**config.mk**
```make
export PLATFORM = sky130hd
export DESIGN_NAME = parity_check_rx
export DESIGN_NICKNAME = d
export VERILOG_FILES = /design/src/rtl/parity_check_rx.sv
export SDC_FILE = /design/constraint.sdc
export NUM_CORES = 1
export LEC_CHECK = 0
export ABC_AREA = 1
export CORE_MARGIN = 5
export CORE_UTILIZATION = 30
export CTS_BUF_LIST = sky130_fd_sc_hd__clkbuf_8
export CTS_CLUSTER_SIZE = 8
export DETAILED_ROUTE_END_ITERATION = 7
export DONT_BUFFER_PORTS = 1
export PLACE_DENSITY = 0.5
export SLEW_MARGIN = 20
export SYNTH_ARGS = -nofsm -noshare
export SYNTH_HDL_FRONTEND = slang
export SYNTH_SLANG_ARGS = --single-unit
```
**constraint.sdc**
```tcl
create_clock -name clk -period 2.5 [get_ports clk]
set_input_delay 0.625 -clock clk [delete_from_list [all_inputs] [get_ports clk]]
set_output_delay 0.625 -clock clk [all_outputs]
set_load 0.02 [all_outputs]
```
**src/rtl/parity_check_rx.sv**
```systemverilog
// parity_check_rx: even-parity checker feeding a small FIFO, with saturating error accounting.
// Build option PCHK_DROP_BAD_EN: words failing parity are counted but never buffered.
module parity_check_rx #(
   parameter int unsigned DEPTH = 4,
   parameter int unsigned CNT_W = 8
) (
   input  logic                      clk,
   input  logic                      rst,
   input  logic                      in_valid,
   output logic                      in_ready,
   input  logic [4:0]                in_data,
   output logic                      out_valid,
   input  logic                      out_ready,
   output logic [3:0]                out_data,
   output logic                      out_perr,
   output logic [CNT_W-1:0]          err_cnt,
   output logic                      err_sticky,
   input  logic                      clr_err,
   output logic [$clog2(DEPTH):0]    level
);

   localparam int unsigned PW = $clog2(DEPTH);
   localparam int unsigned LW = PW + 1;
   localparam logic [LW-1:0]    FULL_LVL = LW'(DEPTH);
   localparam logic [CNT_W-1:0] CNT_MAX  = '1;

   logic [3:0]       mem_data_q [DEPTH];
   logic [PW-1:0]    wr_ptr_q, wr_ptr_d;
   logic [PW-1:0]    rd_ptr_q, rd_ptr_d;
   logic [LW-1:0]    count_q, count_d;
   logic [CNT_W-1:0] err_cnt_q, err_cnt_d;
   logic             err_sticky_q, err_sticky_d;
   logic             full, empty, accept, pop, perr, wr_en;

   assign perr  = ^in_data;
   assign full  = (count_q == FULL_LVL);
   assign empty = (count_q == '0);

   // Gate with rst so in_ready reads 0 for the whole reset interval.
   assign in_ready = !rst && !full;
   assign accept   = in_valid && in_ready;
   assign pop      = !empty && out_ready;

`ifdef PCHK_DROP_BAD_EN
   assign wr_en = accept && !perr;
`else
   assign wr_en = accept;
`endif

   always_comb begin
      wr_ptr_d = wr_ptr_q;
      rd_ptr_d = rd_ptr_q;
      count_d  = count_q;
      if (wr_en) wr_ptr_d = wr_ptr_q + 1'b1;
      if (pop)   rd_ptr_d = rd_ptr_q + 1'b1;
      case ({wr_en, pop})
         2'b10:   count_d = count_q + 1'b1;
         2'b01:   count_d = count_q - 1'b1;
         default: count_d = count_q;
      endcase
   end

   // Clear takes effect first so a coincident error still lands on the fresh count.
   always_comb begin
      err_cnt_d    = err_cnt_q;
      err_sticky_d = err_sticky_q;
      if (clr_err) begin
         err_cnt_d    = '0;
         err_sticky_d = 1'b0;
      end
      if (accept && perr) begin
         if (err_cnt_d != CNT_MAX) err_cnt_d = err_cnt_d + 1'b1;
         err_sticky_d = 1'b1;
      end
   end

   always_ff @(posedge clk or posedge rst) begin
      if (rst) begin
         wr_ptr_q     <= '0;
         rd_ptr_q     <= '0;
         count_q      <= '0;
         err_cnt_q    <= '0;
         err_sticky_q <= 1'b0;
      end else begin
         wr_ptr_q     <= wr_ptr_d;
         rd_ptr_q     <= rd_ptr_d;
         count_q      <= count_d;
         err_cnt_q    <= err_cnt_d;
         err_sticky_q <= err_sticky_d;
      end
   end

   // Storage is reset so the head reads 0 out of reset.
   always_ff @(posedge clk or posedge rst) begin
      if (rst) begin
         for (int i = 0; i < int'(DEPTH); i++) mem_data_q[i] <= '0;
      end else if (wr_en) begin
         mem_data_q[wr_ptr_q] <= in_data[3:0];
      end
   end

`ifdef PCHK_DROP_BAD_EN
   assign out_perr = 1'b0;
`else
   logic mem_perr_q [DEPTH];

   always_ff @(posedge clk or posedge rst) begin
      if (rst) begin
         for (int i = 0; i < int'(DEPTH); i++) mem_perr_q[i] <= 1'b0;
      end else if (wr_en) begin
         mem_perr_q[wr_ptr_q] <= perr;
      end
   end

   assign out_perr = mem_perr_q[rd_ptr_q];
`endif

   assign out_valid  = !empty;
   assign out_data   = mem_data_q[rd_ptr_q];
   assign err_cnt    = err_cnt_q;
   assign err_sticky = err_sticky_q;
   assign level      = count_q;

endmodule

```
==> flow_summary.yaml <==
floorplanning:
  die_w_um: 92.2
  num_rows: 30
  start_util_pct: 30.3
  die_h_um: 92.2
  fp.coreArea_um2: 6680
  ioPinCount: 29
  die-area_um2: 8500
power:
  leakagePower_nw: 1.17
  peakVddDrop_mv: 0.405
  clock_power_share_pct: 18.7
  p_sw_mw: 1.01
  p_per_area_nw_per_um2: 1040
  internal-power_mw: 1.34
  swShare_pct: 43.0
  power_mw: 2.34
  comb_power_share_pct: 38.0
  power_frac_seq_pct: 43.3
critical_path:
  cp.required_ns: 1.88
  crit_type: "reg2out"
  reg2reg_depth: 11
  critPathLaunch: "rd_ptr_q[0]$_DFFE_PP0P_"
  crit_arrival_ns: 1.72
  crit_buf_inv: 1
  cp_slowest_cell: "dfrtp_1"
  crit_family: "compound AO/OA/AOI/OAI gates"
  worst-path-stages: 3
  crit_chain: "inv_1, o21ai_0, o22ai_1"
  worstSetupEndpointType: "output pin"
  critPathMaxStageDelay_ns: 0.51
  crit_path_max_fanout: 12
  reg2reg_from: "level[0]$_DFFE_PP0P_"
  start_kind: "register"
global_routing:
  grt_use_total_pct: 11.5
  grt_max_degree: 37
  first_global_vias: 1477
  antenna_found_initial: 0
  overflow: 0
  grt_pass1_wl_mm: 7.69
yosys:
  yosysWarnings: 0
  synth-edff-count: 0
  ys_seq_area_share_pct: 44.5
  syn_area_um2: 2030
  synth_fp_nets: 265
  async_reset_ff_share_pct: 100
  synth_seq_cells: 36
  synth_most_common_cell: "nand2_1"
  synth_area_leaders: "dfrtp_1, nand2_1, nand3_1"
  syn_avg_cell_area_um2: 8.17
  ys_types: 26
  ys_top_cells_by_count: "nand2_1, dfrtp_1, inv_1, nand3_1, o21ai_1"
  synthCells: 248
  synth_top_area_share_pct: 44.5
  synth_top_area_cell: "dfrtp_1"
  synth_flop_cell: "dfrtp_1"
sta:
  post-route-min-period_ns: 2.34
  skew_ns: 0.00825
  post-route-period-util_pct: 93.7
  tightest_slew_ns: 0.563
  hold_viol_final: 0
  max_freq_mhz: 427
  final_max_slew_viol_count: 0
  rsz0062_at_grt: "false"
  finalSetupViolCount: 0
  slew_headroom_pct: 63.0
clock_tree:
  worstSkewPairLatency_ns: 0.29
  cts_root_buffer: "clkbuf_8"
  cts_sinks: 36
  postCtsSetupRepairBufs: 0
  holdBufCountCts: 0
  cts_tree: "built"
  path_clk_slew_ns: 0.08
  clockBufferDepth: 2
  cts_buffers: 5
  htree_levels: 2
  cts_resized: 0
route:
  viasPerCell: 4.64
  drt_iter0_drc: 79
  ant_nets: 0
  drc: 0
  route.detailed.wl_per_inst_um: 13.5
  routed_wirelength_mm: 4.53
  vias: 1563
  drtPass1Iterations: 4
placed_design:
  dpl.hpwl_mm: 3.29
  portBuffers: 0
  place_congestion: 0.737
  placed_area_um2: 2160
worst_hold_path:
  hold_path_class: "in2async"
outcome:
  outcome: "finished, final reports clean"
cells_and_area:
  area_growth_pct: 11.2
  drive_gt1_share_pct: 15.6
  fin_util_pct: 33.7
  diodes: 0
  layout.nets: 273
  stdcell_area_um2: 2250
job:
  drv_cap: 0
==> layout make-up <==
class	count	area [um^2]
Clock buffer	6	82.6
Clock inverter	2	11.3
Fill cell	715	4430
Inverter	28	126
Multi-Input combinational cell	182	1010
Sequential cell	36	901
Tap cell	80	100
Timing Repair Buffer	3	22.5
==> cells in the final DEF, fill, tap and decap left out, drive strengths merged <==
master    Yosys  final
a21oi         1      1
buf           0      3
clkbuf        2      6
clkinv        1      1
clkinvlp      0      2
dfrtp        36     36
fa            1      1
ha            6      6
inv          27     27
nand2        85     85
nand3        21     21
nand3b        1      1
nor2         20     20
o21ai        35     35
o22ai         5      5
or2           1      1
xnor2         2      2
xor2          4      4
==> cell families (layout without fill, tap and decap cells) <==
group	after synthesis	in the layout	synth area share (%)
XOR/XNOR	6	6	2.59
AND/OR/NAND/NOR	128	128	31.4
adder cells (fa/ha/maj)	7	7	4.69
buffers and inverters	30	39	6.42
AO/OA/AOI/OAI	41	41	10.4
flip-flops	36	36	44.5
==> final timing paths <==
kind	endpoint	slack (ns)
setup reg to reg	level[2]$_DFFE_PP0P_	0.52
hold / removal	mem_perr_q[0]$_DFFE_PP0P_	0.40
min in group clk	mem_data_q[6]$_DFFE_PP0P_	0.49
max in group asynchronous	level[2]$_DFFE_PP0P_	1.76
setup / recovery	out_data[2]	0.16
hold reg to reg	mem_data_q[6]$_DFFE_PP0P_	0.49
==> sequential cells by signal (all words and copies together), names as in the netlist <==
signal / cells
err_cnt: 8
err_sticky: 1
level: 3
mem_data_q: 16
mem_perr_q: 4
rd_ptr_q: 2
wr_ptr_q: 2
==> power groups by stage <==
stage	clock [mW]	combinational [mW]	sequential, mW
finish	0.438	0.890	1.01
global route	0.477	1.01	1.05
CTS	0.456	0.905	1.01
detailed placement	0	0.901	1.02
global placement	0	0.892	1.02
floorplan	0	0.756	0.959
==> metrics by stage <==
step / setup WS, ns / setup TNS (ns) / hold slack, ns / std cells
2_1_floorplan: -0.0424 / -0.0424 / 0.454 / 248
3_3_place_gp: 0.472 / 0 / 0.468 / 329
3_5_place_dp: 0.460 / 0 / 0.476 / 329
4_1_cts: 0.131 / 0 / 0.413 / 337
5_1_grt: 0.0394 / 0 / 0.439 / 337
6_report: 0.158 / 0 / 0.399 / 337
==> layer usage <==
layer | vias up | part of all wire (%) | global-route usage, %
met2 | 20 | 45 | 17.5
li1 | 811 | - | -
met5 | - | 0 | 0
met4 | 0 | 0.46 | 3.22
met3 | 2 | 4.3 | 3.86
met1 | 730 | 50 | 15.6
(Power assumes the default switching activity.)
